==> src/rtl/alu_muldiv_pkg.sv <==
// Shared definitions for the RV32M multiply/divide unit: op codes, widths, FSM states.
package alu_muldiv_pkg;

    localparam int unsigned DATA_WIDTH_GPR   = 32;
    localparam int unsigned DATA_WIDTH_MD_OP = 3;

    localparam logic [DATA_WIDTH_MD_OP-1:0] MD_OP_MUL    = 3'd0;
    localparam logic [DATA_WIDTH_MD_OP-1:0] MD_OP_MULH   = 3'd1;
    localparam logic [DATA_WIDTH_MD_OP-1:0] MD_OP_MULHSU = 3'd2;
    localparam logic [DATA_WIDTH_MD_OP-1:0] MD_OP_MULHU  = 3'd3;
    localparam logic [DATA_WIDTH_MD_OP-1:0] MD_OP_DIV    = 3'd4;
    localparam logic [DATA_WIDTH_MD_OP-1:0] MD_OP_DIVU   = 3'd5;
    localparam logic [DATA_WIDTH_MD_OP-1:0] MD_OP_REM    = 3'd6;
    localparam logic [DATA_WIDTH_MD_OP-1:0] MD_OP_REMU   = 3'd7;

    typedef enum logic [1:0] {
        MD_IDLE = 2'd0,
        MD_CALC = 2'd1,
        MD_DONE = 2'd2
    } md_state_e;

endpackage

==> src/rtl/alu_muldiv_step.sv <==
// One iteration of the engine: shift-add multiply (mode 0) or restoring divide (mode 1).
module alu_muldiv_step #(
    parameter int unsigned XLEN = 32
) (
    input  logic            div_mode,
    input  logic            sub_pp,
    input  logic [XLEN:0]   hi,
    input  logic [XLEN-1:0] lo,
    input  logic [XLEN:0]   opnd,
    output logic [XLEN:0]   hi_nxt,
    output logic [XLEN-1:0] lo_nxt
);

    logic [XLEN+1:0] mul_addend;
    logic [XLEN+1:0] mul_sum;
    logic [XLEN:0]   div_shift;
    logic [XLEN+1:0] div_diff;

    // Multiply: partial product on lo[0], arithmetic shift of {hi, lo} right by one.
    always_comb begin
        mul_addend = '0;
        if (lo[0]) begin
            mul_addend = sub_pp ? -{opnd[XLEN], opnd} : {opnd[XLEN], opnd};
        end
        mul_sum = {hi[XLEN], hi} + mul_addend;
    end

    // Divide: hi is the partial remainder, lo shifts dividend bits out and quotient bits in.
    always_comb begin
        div_shift = {hi[XLEN-1:0], lo[XLEN-1]};
        div_diff  = {1'b0, div_shift} - {1'b0, opnd};
    end

    always_comb begin
        hi_nxt = mul_sum[XLEN+1:1];
        lo_nxt = {mul_sum[0], lo[XLEN-1:1]};
        if (div_mode) begin
            if (!div_diff[XLEN+1]) begin
                hi_nxt = div_diff[XLEN:0];
                lo_nxt = {lo[XLEN-2:0], 1'b1};
            end else begin
                hi_nxt = div_shift;
                lo_nxt = {lo[XLEN-2:0], 1'b0};
            end
        end
    end

endmodule

==> src/rtl/alu_muldiv.sv <==
// Iterative RV32M multiply/divide unit, one bit per cycle, with RISC-V divide special-case fast path.
module alu_muldiv
    import alu_muldiv_pkg::*;
#(
    parameter int unsigned XLEN  = DATA_WIDTH_GPR,
    parameter int unsigned TAG_W = 5
) (
    input  logic                        clk,
    input  logic                        rst,
    input  logic                        flush,
    input  logic                        in_valid,
    output logic                        in_ready,
    input  logic [DATA_WIDTH_MD_OP-1:0] in_op,
    input  logic [XLEN-1:0]             in_a,
    input  logic [XLEN-1:0]             in_b,
    input  logic [TAG_W-1:0]            in_tag,
    output logic                        out_valid,
    input  logic                        out_ready,
    output logic [XLEN-1:0]             out_data,
    output logic [TAG_W-1:0]            out_tag,
    output logic                        busy
);

    localparam int unsigned CNT_W = $clog2(XLEN);
    localparam logic [XLEN-1:0] MIN_INT = {1'b1, {(XLEN-1){1'b0}}};

    md_state_e                 state;
    logic [CNT_W-1:0]          cnt_q;
    logic [DATA_WIDTH_MD_OP-1:0] op_q;
    logic [TAG_W-1:0]          tag_q;
    logic [XLEN:0]             hi_q;
    logic [XLEN-1:0]           lo_q;
    logic [XLEN:0]             opnd_q;
    logic                      sub_q;
    logic                      neg_q_q;
    logic                      neg_r_q;

    logic [XLEN:0]   hi_nxt;
    logic [XLEN-1:0] lo_nxt;

    logic            a_signed;
    logic            b_signed;
    logic            a_neg;
    logic            b_neg;
    logic [XLEN-1:0] a_mag;
    logic [XLEN-1:0] b_mag;
    logic            is_special;
    logic [XLEN-1:0] special_res;
    logic [XLEN-1:0] calc_res;

    // Operand signedness and magnitudes for the incoming request.
    always_comb begin
        a_signed = (in_op == MD_OP_MULH) || (in_op == MD_OP_MULHSU) ||
                   (in_op == MD_OP_DIV)  || (in_op == MD_OP_REM);
        b_signed = (in_op == MD_OP_MULH) || (in_op == MD_OP_DIV) || (in_op == MD_OP_REM);
        a_neg    = a_signed && in_a[XLEN-1];
        b_neg    = b_signed && in_b[XLEN-1];
        a_mag    = a_neg ? -in_a : in_a;
        b_mag    = b_neg ? -in_b : in_b;
    end

    // Divide-by-zero and signed-overflow bypass the iterative engine.
    always_comb begin
        is_special  = 1'b0;
        special_res = '0;
        if (in_op[2]) begin
            if (in_b == '0) begin
                is_special  = 1'b1;
                special_res = in_op[1] ? in_a : '1;
            end else if (!in_op[0] && (in_a == MIN_INT) && (in_b == '1)) begin
                is_special  = 1'b1;
                special_res = in_op[1] ? '0 : MIN_INT;
            end
        end
    end

    alu_muldiv_step #(
        .XLEN (XLEN)
    ) u_step (
        .div_mode (op_q[2]),
        .sub_pp   (sub_q && (cnt_q == '0)),
        .hi       (hi_q),
        .lo       (lo_q),
        .opnd     (opnd_q),
        .hi_nxt   (hi_nxt),
        .lo_nxt   (lo_nxt)
    );

    // Result selection and sign post-correction after the final iteration.
    always_comb begin
        calc_res = hi_nxt[XLEN-1:0];
        case (op_q)
            MD_OP_MUL:  calc_res = lo_nxt;
            MD_OP_DIV:  calc_res = neg_q_q ? -lo_nxt : lo_nxt;
            MD_OP_DIVU: calc_res = lo_nxt;
            MD_OP_REM:  calc_res = neg_r_q ? -hi_nxt[XLEN-1:0] : hi_nxt[XLEN-1:0];
            MD_OP_REMU: calc_res = hi_nxt[XLEN-1:0];
            default:    calc_res = hi_nxt[XLEN-1:0];
        endcase
    end

    always_ff @(posedge clk) begin
        if (rst) begin
            state     <= MD_IDLE;
            in_ready  <= 1'b1;
            out_valid <= 1'b0;
            out_data  <= '0;
            out_tag   <= '0;
            busy      <= 1'b0;
            cnt_q     <= '0;
            op_q      <= MD_OP_MUL;
            tag_q     <= '0;
            hi_q      <= '0;
            lo_q      <= '0;
            opnd_q    <= '0;
            sub_q     <= 1'b0;
            neg_q_q   <= 1'b0;
            neg_r_q   <= 1'b0;
        end else if (flush) begin
            state     <= MD_IDLE;
            in_ready  <= 1'b1;
            out_valid <= 1'b0;
            busy      <= 1'b0;
            cnt_q     <= '0;
        end else begin
            case (state)
                MD_IDLE: begin
                    if (in_valid && in_ready) begin
                        op_q     <= in_op;
                        tag_q    <= in_tag;
                        in_ready <= 1'b0;
                        busy     <= 1'b1;
                        if (is_special) begin
                            state     <= MD_DONE;
                            out_valid <= 1'b1;
                            out_data  <= special_res;
                            out_tag   <= in_tag;
                        end else begin
                            state   <= MD_CALC;
                            cnt_q   <= CNT_W'(XLEN - 1);
                            hi_q    <= '0;
                            sub_q   <= b_signed && !in_op[2];
                            neg_q_q <= a_neg ^ b_neg;
                            neg_r_q <= a_neg;
                            if (in_op[2]) begin
                                lo_q   <= a_mag;
                                opnd_q <= {1'b0, b_mag};
                            end else begin
                                lo_q   <= in_b;
                                opnd_q <= {a_signed && in_a[XLEN-1], in_a};
                            end
                        end
                    end
                end
                MD_CALC: begin
                    hi_q <= hi_nxt;
                    lo_q <= lo_nxt;
                    if (cnt_q == '0) begin
                        state     <= MD_DONE;
                        out_valid <= 1'b1;
                        out_data  <= calc_res;
                        out_tag   <= tag_q;
                    end else begin
                        cnt_q <= cnt_q - CNT_W'(1);
                    end
                end
                MD_DONE: begin
                    if (out_ready) begin
                        state     <= MD_IDLE;
                        out_valid <= 1'b0;
                        busy      <= 1'b0;
                        in_ready  <= 1'b1;
                    end
                end
                default: begin
                    state     <= MD_IDLE;
                    in_ready  <= 1'b1;
                    out_valid <= 1'b0;
                    busy      <= 1'b0;
                end
            endcase
        end
    end

endmodule

==> config.mk <==
export PLATFORM = sky130hd
export DESIGN_NAME = alu_muldiv
export DESIGN_NICKNAME = d
export VERILOG_FILES = /design/src/rtl/alu_muldiv_pkg.sv /design/src/rtl/alu_muldiv_step.sv /design/src/rtl/alu_muldiv.sv
export SDC_FILE = /design/constraint.sdc
export NUM_CORES = 1
export LEC_CHECK = 0
export BUFFER_PORTS_ARGS = -buffer_cell sky130_fd_sc_hd__buf_2
export CAP_MARGIN = 5
export CORE_MARGIN = 3
export CORE_UTILIZATION = 27
export DETAILED_ROUTE_END_ITERATION = 10
export PLACE_DENSITY = 0.44
export SLEW_MARGIN = 30
export SYNTH_ARGS = -nofsm -noshare
export SYNTH_HDL_FRONTEND = slang
export SYNTH_SLANG_ARGS = --single-unit
==> constraint.sdc <==
create_clock -name clk -period 11.2 [get_ports clk]
set_clock_uncertainty 0.1 [all_clocks]
set_input_delay 2.24 -clock clk [delete_from_list [all_inputs] [get_ports clk]]
set_output_delay 2.24 -clock clk [all_outputs]
set_load 0.01 [all_outputs]
After elaboration in Yosys (flattened, before gate mapping)
Index checks and enable logic that the tools add are counted.
Storage, ports and cells
  output and inout bits: 40
  register bits: 156
  logic and storage cells: 127
  input bits: 77
Cells by class
  multiplexer cells: 54
  equal/unequal tests: 17
  $add $sub $neg: 8
  bitwise gates (word level): 4
  reduce and logical (&&, ||, !) cells: 29
Operators with widths (number)
  $mux W32: 16
  $mux W33: 5
  $neg A32 Y32: 4
  $pmux W32 S2: 2
  $pmux W32 S3: 1
  $mux W34: 2
  $pmux W33 S2: 1
  $eq A32 B32 Y1 const B: 2
  $add A34 B34 Y34: 1
  $neg A34 Y34: 1
  $sub A33 B33 Y34: 1
  $logic_not A32 Y1: 1
  $mux W5: 6
  $pmux W5 S2: 2
  $reduce_and A4 Y1: 4
  $eq A3 B3 Y1 const B: 5
  $ne A2 B2 Y1 const B: 6
  $mux W1: 11
  $pmux W1 S3: 3
  $reduce_and A3 Y1: 3
  $mux W2: 4
  $logic_and A1 B1 Y1: 7
  $pmux W2 S3: 1
  $logic_not A5 Y1: 1
  14 further kinds: 22

Logic depth before layout (Yosys ltp)
Gate-level depths: netlist of run 1.
  depth after elaboration: 11
  gate-level depth with buffers: 26
  mapped depth without buffers: 24

Hierarchy
A second synthesis of run 1 with hierarchy kept.
Unflattened totals
  cells, all modules: 2358
  area, all modules: 16921.2 sq um
Modules (own cells, without submodules)
  alu_muldiv: instances 1, seq. area each 3123.0 sq um, area an instance 11343.4 sq um, cells each 1563
  alu_muldiv_step: instances 1, seq. area each 0.0 sq um, area an instance 5577.8 sq um, cells each 795

Worst setup path before layout of run 1
OpenSTA, ideal clock, no wires.
  kind: input-to-reg
  start point: in in_a[9]
  end point: reg lo_q[5]
  path buffers: 2
  stages: 13
  library setup time: 128 ps
  path slack: 5932 ps
  data required time: 10972 ps
  arrival time: 5041 ps
  cell sequence: or4_1 nor4_2 nand2_1 or4_1 nor3_2 and3_1 o21ai_1 nor2b_1 o21a_1 buf_2 clkbuf_1 o21ai_0 nor2_1
On the way
  longest elaborated chain between the ends: 8
Ends and longest elaborated chain
  start, declared: line alu_muldiv.sv:14  | input logic [XLEN-1:0] in_a,
  $eq A32 B32 Y1: line alu_muldiv.sv:70  | end else if (!in_op[0] && (in_a == MIN_INT) && (in_b == '1)) begin
  $logic_and A1 B1 Y1 (2 in a row): line alu_muldiv.sv:70
  $mux W1: line alu_muldiv.sv:70
  $mux W1: line alu_muldiv.sv:67  | if (in_b == '0) begin
  $mux W1: line alu_muldiv.sv:66  | if (in_op[2]) begin
  $ne A2 B2 Y1 (no source line)
  $reduce_and A4 Y1 (no source line)
  end signal, assigned: line alu_muldiv.sv:146  | lo_q <= a_mag;
  end signal, assigned: line alu_muldiv.sv:149  | lo_q <= in_b;
  end signal, assigned: line alu_muldiv.sv:157  | lo_q <= lo_nxt;
  end, declared: line alu_muldiv.sv:32  | logic [XLEN-1:0] lo_q;
No other way between the ends.
A chain may end at the register's enable or synchronous reset.

Worst setup path after layout of run 1
  start point: in in_b[13]
  end point: reg out_data[31]
On the way
  longest elaborated chain between the ends: 8
  elaborated cells between the ends (all ways): 14
  classes of those cells: 2 x eq/ne; 9 x mux; 3 x reduce/logical
Ends and longest elaborated chain
  start, declared: line alu_muldiv.sv:15  | input logic [XLEN-1:0] in_b,
  $eq A32 B32 Y1: line alu_muldiv.sv:70
  $logic_and A1 B1 Y1: line alu_muldiv.sv:70
  $mux W32: line alu_muldiv.sv:70
  $mux W32: line alu_muldiv.sv:67
  $mux W32: line alu_muldiv.sv:66
  $mux W32: line alu_muldiv.sv:133  | if (is_special) begin
  $mux W32: line alu_muldiv.sv:128  | if (in_valid && in_ready) begin
  $pmux W32 S2: line alu_muldiv.sv:126  | case (state)
  end signal, assigned: line alu_muldiv.sv:136  | out_data <= special_res;
  end signal, assigned: line alu_muldiv.sv:161  | out_data <= calc_res;
  end, declared: line alu_muldiv.sv:19  | output logic [XLEN-1:0] out_data,
Several ways; a longest one is shown, not always the timed one. The select of a mux whose other input is x is not followed.

==> results of run 1 <==
[final cells by class]
class                   instances  area [sq um]
multi-input cells            2025         12700
inverters                      75           282
clock inverters                13           105
well taps                     782           978
diodes                          1          2.50
clock buffers                  18           450
flip-flops and latches        156          3130
repair buffers                145           807
fillers                      6733         42400
[cells by family after synthesis]
kind of cell,Yosys count,share of synthesized area
AO/OA/AOI/OAI,865,0.337
flip-flops,156,0.187
adder cells (fa/ha/maj),76,0.0579
multiplexers,52,0.0329
AND/OR/NAND/NOR,880,0.248
XOR/XNOR,152,0.0797
buffers and inverters,239,0.0574
[synthesized netlist by cell type (19+ instances only)]
library cell | count | share of area
o211ai_1 | 42 | 0.019
or3_1 | 25 | 0.0094
a22oi_1 | 29 | 0.013
nor2_1 | 337 | 0.076
nor3_1 | 77 | 0.023
nand3_1 | 36 | 0.011
inv_1 | 74 | 0.017
nand4_1 | 25 | 0.0094
mux2i_1 | 29 | 0.017
a311oi_1 | 24 | 0.013
dfxtp_1 | 156 | 0.19
a21oi_1 | 235 | 0.070
a31oi_1 | 38 | 0.014
a211oi_1 | 94 | 0.042
mux2_2 | 23 | 0.016
ha_1 | 74 | 0.055
buf_2 | 19 | 0.0057
clkbuf_1 | 123 | 0.028
o31ai_1 | 21 | 0.0094
o21ai_0 | 181 | 0.054
o21ai_1 | 19 | 0.0057
and2_1 | 43 | 0.016
xor2_1 | 62 | 0.033
xnor2_1 | 90 | 0.047
a21o_1 | 31 | 0.014
nand2_1 | 217 | 0.049
[metal layers]
layer / GRT usage / vias to the layer above / routed length, um
met5: 0 / - / 0
met4: 0.0769 / 0 / 2300
li1: - / 8893 / -
met2: 0.361 / 823 / 34000
met1: 0.342 / 9223 / 36600
met3: 0.0398 / 106 / 6000
[power groups by stage]
stage	sequential [mW]	combinational, mW	clock, mW
5_1_grt	0.620	0.751	0.616
3_5_place_dp	0.628	0.680	0
2_1_floorplan	0.610	0.456	0
3_3_place_gp	0.628	0.679	0
6_report	0.617	0.695	0.593
4_1_cts	0.615	0.683	0.600
[sequential cells by signal, indices dropped and copies added (netlist names), 2 cells and up]
register	cells
tag_q	5
out_tag	5
lo_q	32
op_q	3
out_data	32
cnt_q	5
hi_q	33
state	2
opnd_q	33
[worst min-delay path by stage]
stage,start,to,slack [ns]
4_1_cts,tag_q[3],tag_q[3],0.36
3_5_place_dp,tag_q[3],tag_q[3],0.35
2_1_floorplan,tag_q[0],tag_q[0],0.34
3_3_place_gp,tag_q[2],tag_q[2],0.34
6_report,tag_q[3],tag_q[3],0.36
5_1_grt,tag_q[4],tag_q[4],0.38
[through the flow]
step	setup WS, ns	utilization	hold slack [ns]	area (sq um)	total power [mW]
CTS	4.74	0.303	0.359	18400	1.90
global route	4.28	0.303	0.378	18400	1.99
finish	4.50	0.303	0.358	18400	1.90
detailed placement	4.25	0.294	0.349	17900	1.31
floorplan	5.93	-	0.337	16700	1.07
global placement	4.30	0.293	0.343	17800	1.31
[tightest hold or removal path, stage by stage (launching register included)]
cell	delay, ns
dfxtp_1	0.31
nand2_1	0.05
a21oi_1	0.05
==> results.ini, run 1 <==
[run_status]
outcome = finished clean

[global_route]
grt_pass1_vias = 17500
track_usage = 0.238
grt.overflow.total = 0
grt_max_degree = 105
antenna_found_initial = 3
grt_pass1_wl_um = 117000

[critical_path]
cp-startpoint = in_b[13]
crit_end = out_data[31]
ff2ff_setup_slack_ns = 4.63
cp.required_ns = 11.49
crit_type = in2reg
path_max_fanout = 16
reg2regPathDepth = 23
crit_path_cell_trace = buf_2 > nor3_1 > nand2b_1 > or3_1 > or3_1 > nor3_1 > nand4_1 > nor4_1 > o21ai_1 > o21a_1 > a2111oi_0 > a21oi_1 > o22ai_1
arrival_ns = 6.98
critPathSlowestCell = a2111oi_0
cp_slowest_stage_delay_ns = 1.09
startpoint_type = primary input
worst-path-stages = 13
rr_startpoint = opnd_q[4]
worst-path-buf-inv = 1
path_delay_family = compound AO/OA/AOI/OAI gates
timing.rr.end = out_data[30]
crit_path_end_kind = register

[synthesis]
synth_cell_type_count = 99
synth-edff-count = 0
async_reset_ff_frac = 0
syn_area_sq_um = 16700
syn_nets = 2573
synth_ff_type = dfxtp_1
avgSynthCellArea_sq_um = 6.90
netlist_instances = 2420
ys_ff_latch = 156
ys_seq_area_frac = 0.187
synth_warnings = 0

[floorplanning]
design.die.area_sq_um = 64900
coreArea_sq_um = 60800
ios = 117
initial_core_util = 0.275
rows = 90
die_h_um = 255
die_w_um = 255

[finish]
mostFrequentLayoutCells = 335 x nor2_1, 235 x a21oi_1, 216 x nand2_1, 181 x o21ai_0, 154 x dfxtp_1
syn2layout_area_growth_pct = 10.3
drive_gt1_frac = 0.103
fin_nets = 2573
layout_commonest_cell = nor2_1
stdcell_count = 3215

[clock_network]
post_cts_buffers = 0
cts_num_sinks = 156
cts_tree = done
htree_levels = 4
clkLatencyLatePin_ns = 0.48
cts-root-buf = clkbuf_16
cts_buffer_depth = 2
hold_buffers = 0
clk_pin_slew_ns = 0.07
cts_resized = 0
numCtsBuffers = 17

[timing]
setup-tns-final_ns = 0
fmax_ghz = 0.149
slew_viol_final = 0
setup_viol = 0
grt_setup_unrepaired = false
tightest_slew_ns = 1.14
min_period_ns = 6.70
post-route-period-util = 0.598
max_slew_margin = 0.220
hold_viol_final = 0

[routing]
first_pass_iters = 7
wl_per_cell_um = 24.5
drt-initial-drc-count = 1760
drc = 0
ant_nets = 0
wl_um = 78900
vias_per_cell = 5.92
route.vias.total = 19000

[place]
port_buffers = 116
dpl.cell_count = 3183
dp_hpwl_um = 60800
place.gp.congestion = 0.941

[power]
comb_power_share = 0.365
seq_power_share = 0.324
power_switching_share = 0.420
switching_power_uw = 801
ir_drop_mv = 0.0669
p_int_mw = 1.10
power.density_nw_per_um2 = 103
p_leak_nw = 6.88
pwr-share-clk = 0.311

[min_path]
hp-class = reg2reg
worstHoldPathCells = 2

[job]
cap_violations = 0

(Power assumes the default switching activity.)
==> inputs of run 2 (changes only) <==
--- a/config.mk
+++ b/config.mk
@@ -5,6 +5,7 @@
 export SDC_FILE = /design/constraint.sdc
 export NUM_CORES = 1
 export LEC_CHECK = 0
+export ABC_AREA = 1
 export BUFFER_PORTS_ARGS = -buffer_cell sky130_fd_sc_hd__buf_2
 export CAP_MARGIN = 5
 export CORE_MARGIN = 3
==> constraint.sdc (replaced) <==
create_clock -name clk -period 6.96 [get_ports clk]
set_clock_uncertainty 0.1 [all_clocks]
set_input_delay 1.392 -clock clk [delete_from_list [all_inputs] [get_ports clk]]
set_output_delay 1.392 -clock clk [all_outputs]
set_load 0.01 [all_outputs]
==> results.ini, run 2 <==
[synthesis]
async_reset_ff_frac = 0
synth_top_area_share = 0.172
syn_nets = 3373
synth.most_common_cell = nand2_1
syn_area_sq_um = 18200
avgSynthCellArea_sq_um = 5.64
synth_warnings = 0
synth-edff-count = 0
ys_ff_latch = 156
synth_cell_type_count = 56
ys_seq_area_frac = 0.172
ys_top_cells_by_area = dfxtp_1 17%, nand2_1 17%, inv_1 8.9%
netlist_instances = 3220
yosys-top-cells-count = 820 x nand2_1, 431 x inv_1, 303 x nor2_1
synth_ff_type = dfxtp_1
yosys.area.top_type = dfxtp_1

[clock_network]
cts_num_sinks = 156
cts-root-buf = clkbuf_16
htree_levels = 4
cts_resized = 0
hold_buffers = 0
cts_tree = done
cts_buffer_depth = 2
post_cts_buffers = 0
numCtsBuffers = 17
clk_pin_slew_ns = 0.08
clkLatencyLatePin_ns = 0.49

[timing]
setup_viol = 0
post-route-period-util = 0.816
hold_viol_final = 0
tightest_slew_ns = 0.990
fmax_ghz = 0.176
slew_viol_final = 0
max_slew_margin = 0.333
grt_setup_unrepaired = false
setup-tns-final_ns = 0
min_period_ns = 5.68

[power]
power_mw = 3.19
ir_drop_mv = 0.112
p_leak_nw = 9.47
power.density_nw_per_um2 = 159

[critical_path]
reg2regPathDepth = 31
crit_end = out_data[28]
startpoint_type = register
cp.required_ns = 7.28
timing.rr.end = out_data[28]
critPathSlowestCell = o41ai_1
path_max_fanout = 7
cp_slowest_stage_delay_ns = 0.39
rr_startpoint = opnd_q[0]
worst-path-stages = 31
cp-startpoint = opnd_q[0]
path_delay_family = simple AND/OR/NAND/NOR gates
critical-path-top-cell-by-count = nand2_1
worst-path-buf-inv = 2
crit_type = reg2reg
ff2ff_setup_slack_ns = 1.28
arrival_ns = 6.00
crit_path_end_kind = register

[place]
port_buffers = 116
place.gp.congestion = 0.969
placed_area_sq_um = 19500
dp_hpwl_um = 74200

[global_route]
grt_pass1_vias = 20900
track_usage = 0.257
antenna_found_initial = 0
grt.overflow.total = 0
grt_pass1_wl_um = 137000
grt_max_degree = 82

[floorplanning]
die_h_um = 265
die_w_um = 265
rows = 94
initial_core_util = 0.274
coreArea_sq_um = 66200
ios = 117
design.die.area_sq_um = 70400

[routing]
first_pass_iters = 6
drc = 0
wl_met2_um = 40800
drt-initial-drc-count = 1981
vias_per_cell = 5.37
ant_nets = 0
wirelength_met1_um = 41500
wl_per_cell_um = 22.3
highest_layer = met4
route.vias.total = 22200
wl_um = 92300
met3WireLength_um = 5240

[finish]
multiInputGateArea_sq_um = 12800
mostFrequentLayoutCells = 820 x nand2_1, 428 x inv_1, 300 x nor2_1, 295 x a21oi_1, 259 x o21ai_0
drive_gt1_frac = 0.0912
syn2layout_area_growth_pct = 10.6
final_cell_area_sq_um = 20100
register_area_sq_um = 3130
num_antenna_cells = 0
layout_commonest_cell = nand2_1
fillers = 7629
fin_nets = 3408
final_util = 0.303
top_regs = hi_q x33, opnd_q x33

[run_status]
outcome = finished clean

[min_path]
hp-class = reg2reg

[job]
cap_violations = 0

==> run 2: changes by cell type after synthesis, sizes merged, moves of 30 or more <==
cell    before  now
a21o        31    1
nor3        80   43
and2        44    2
a211oi      95   27
inv         74  439
a21oi      235  325
clkbuf     123   88
o21ai      201  311
xnor2       90   15
nand3       36  248
nand2      219  847
==> run 2: through the flow <==
| stage | cells | worst slack, ns | hold WS, ns |
|---|---|---|---|
| 2_1_floorplan | 3220 | 2.93 | 0.331 |
| 3_3_place_gp | 4100 | 1.44 | 0.349 |
| 3_5_place_dp | 4100 | 1.46 | 0.353 |
| 4_1_cts | 4132 | 1.45 | 0.365 |
| 5_1_grt | 4132 | 0.751 | 0.402 |
| 6_report | 4132 | 1.28 | 0.361 |
==> run 2: worst min-delay path by stage <==
| stage | slack (ns) | start | to | depth (start not counted) |
|---|---|---|---|---|
| after floorplan | 0.33 | cnt_q[0] | cnt_q[0] | 1 |
| after global placement | 0.35 | cnt_q[0] | cnt_q[0] | 1 |
| after detailed placement | 0.35 | cnt_q[0] | cnt_q[0] | 1 |
| after CTS | 0.36 | cnt_q[0] | cnt_q[0] | 1 |
| after global routing | 0.40 | sub_q | sub_q | 2 |
| final | 0.36 | cnt_q[0] | cnt_q[0] | 1 |
==> run 2: area by class of cell <==
type | count | area share
Timing Repair Buffer | 148 | 0.0409
Tap cell | 864 | 0.0539
Multi-Input combinational cell | 2488 | 0.636
Clock inverter | 15 | 0.00898
Sequential cell | 156 | 0.156
Inverter | 444 | 0.0832
Clock buffer | 17 | 0.0212
==> run 2: logic make-up (layout without fill, tap and decap cells) <==
family / Yosys count / in the layout / share of synthesized area
adder cells (fa/ha/maj): 76 / 76 / 0.0532
buffers and inverters: 576 / 624 / 0.126
AND/OR/NAND/NOR: 1565 / 1565 / 0.373
AO/OA/AOI/OAI: 787 / 787 / 0.246
XOR/XNOR: 60 / 60 / 0.0289
flip-flops: 156 / 156 / 0.172
==> run 2: report_power, final <==
| group | switching, mW | total, mW | internal [mW] | leakage [nW] |
|---|---|---|---|---|
| Combinational | 0.872 | 1.21 | 0.334 | 7.91 |
| Clock | 0.511 | 0.994 | 0.483 | 0.289 |
| Sequential | 0.0515 | 0.989 | 0.938 | 1.27 |
| Total | 1.43 | 3.19 | 1.75 | 9.47 |
==> run 2: metal layers <==
metal,vias to the layer above,track usage
met4,0,0.123
met1,10400,0.349
met2,872,0.409
met5,-,0
li1,10800,-
met3,141,0.0270
==> inputs of run 3 (changes only) <==
--- a/config.mk
+++ b/config.mk
@@ -11,7 +11,7 @@
 export CORE_MARGIN = 3
 export CORE_UTILIZATION = 27
 export DETAILED_ROUTE_END_ITERATION = 10
-export PLACE_DENSITY = 0.44
+export PLACE_DENSITY = 0.45
 export SLEW_MARGIN = 30
 export SYNTH_ARGS = -nofsm -noshare
 export SYNTH_HDL_FRONTEND = slang
==> constraint.sdc (replaced) <==
create_clock -name clk -period 5.1 [get_ports clk]
set_clock_uncertainty 0.1 [all_clocks]
set_input_delay 1.02 -clock clk [delete_from_list [all_inputs] [get_ports clk]]
set_output_delay 1.02 -clock clk [all_outputs]
set_load 0.01 [all_outputs]
==> results.ini, run 3 (synthesized netlist as in run 2, its figures left out) <==
[floorplanning]
die_w_um = 265
initial_core_util = 0.274
rows = 94
coreArea_sq_um = 66200
design.die.area_sq_um = 70400
ios = 117
die_h_um = 265

[clock_network]
htree_levels = 4
numCtsBuffers = 17
cts_buffer_depth = 2
cts-root-buf = clkbuf_16
clkLatencyLatePin_ns = 0.50
clk_pin_slew_ns = 0.08
cts_tree = done
cts_num_sinks = 156

[finish]
mostFrequentLayoutCells = 810 x nand2_1, 429 x inv_1, 290 x nor2_1, 286 x a21oi_1, 250 x o21ai_0
fin_nets = 3485
syn2layout_area_growth_pct = 14.9
top_regs = hi_q x33, opnd_q x33
final_util = 0.315
drive_gt1_frac = 0.125
layout_commonest_cell = nand2_1
num_antenna_cells = 0

[power]
ir_drop_mv = 0.224
switching_power_mw = 1.96
power.density_nw_per_um2 = 210
seq_power_share = 0.306
power_switching_share = 0.447
pwr-share-clk = 0.309
p_leak_nw = 9.86
comb_power_share = 0.386
power_mw = 4.38
p_int_mw = 2.43

[timing]
max_slew_margin = 0.355
slew_viol_final = 0
tightest_slew_ns = 0.964
post-route-period-util = 0.956
grt_setup_unrepaired = true
setup_viol = 0
hold_viol_final = 0
fmax_ghz = 0.205
min_period_ns = 4.88
timing.hold.ws_ns = 0.362

[critical_path]
crit_path_end_kind = register
critPathSlowestCell = dfxtp_1
startpoint_type = register
cp.required_ns = 5.42
arrival_ns = 5.20
cp_slowest_stage_delay_ns = 0.47
path_max_fanout = 4
crit_type = reg2reg

[global_route]
grt_pass1_wl_um = 136000
grt_pass1_vias = 21100
grt_max_degree = 92
grt.overflow.total = 0
track_usage = 0.256
antenna_found_initial = 1

[run_status]
outcome = finished clean

[place]
dp_hpwl_um = 74000
port_buffers = 116
place.gp.congestion = 0.968

[routing]
wl_per_cell_um = 21.6
drc = 0
ant_nets = 0
wl_um = 91100
first_pass_iters = 6
vias_per_cell = 5.26
drt-initial-drc-count = 2024
route.vias.total = 22100

[job]
cap_violations = 0

[min_path]
hp-class = reg2reg

-- run 3: changes by cell type in the layout (fill, tap and decap cells not counted), sizes merged --
| cell | delta |
|---|---|
| buf | +77 |
| clkinv | -5 |
| clkinvlp | +2 |
| inv | +3 |
-- run 3: cell type report --
cell class | count | area (sq um)
Fill cell | 7619 | 45400
Timing Repair Buffer | 225 | 1430
Sequential cell | 156 | 3130
Clock buffer | 17 | 425
Clock inverter | 15 | 169
Tap cell | 864 | 1080
Multi-Input combinational cell | 2488 | 13000
Inverter | 444 | 1670
-- run 3: power groups by stage --
stage               sequential, mW  clock [mW]  combinational (mW)
floorplan                     1.35           0                1.06
global placement              1.36           0                1.65
detailed placement            1.36           0                1.64
CTS                           1.34        1.38                1.65
global route                  1.35        1.42                1.86
finish                        1.34        1.35                1.69
-- run 3: stage by stage --
step                      cell area (sq um)  instances  setup WS (ns)  setup TNS (ns)
after global placement                20000       4174        -0.0703         -0.0703
after global routing                  20900       4209        -0.0594         -0.0848
after CTS                             20600       4206         0.0589               0
after floorplan                       18200       3220           1.07               0
final                                 20900       4209          0.223               0
after detailed placement              20100       4174        -0.0414         -0.0414
-- run 3: routing by layer --
layer  wire length, um  vias to the layer above  global-route usage
met5                11                        -                   0
met4              4380                        2               0.117
met3              5110                      143              0.0262
met2             40500                      847               0.408
met1             41100                    10200               0.348
li1                  -                    10900                   -
-- run 3: worst max-delay path: cells and delay by family, from the launching register on --
family | cells | cell delay [ns]
flops | 1 | 0.47
buf+inv | 6 | 0.53
xor+xnor | 1 | 0.07
simple gates | 16 | 2.16
fa+ha+maj | 2 | 0.55
compound gates | 4 | 0.91
-- run 3: what timing repair did --
| action | in CTS | in global routing |
|---|---|---|
| hold buffers | 0 | 0 |
| resized for setup | 2 | 57 |
| pin swaps | 0 | 7 |
| setup endpoints to repair | 1 | 18 |
| cloned | 0 | 0 |
| setup buffers | 0 | 3 |
-- run 3: path summary, 6_finish.rpt --
path              from            to  slack [ns]  cells past startpoint
max          opnd_q[7]  out_data[16]        0.22                     29
min reg2reg   cnt_q[0]      cnt_q[0]        0.36                      1
min           cnt_q[0]      cnt_q[0]        0.36                      1
max reg2reg  opnd_q[7]  out_data[16]        0.22                     29
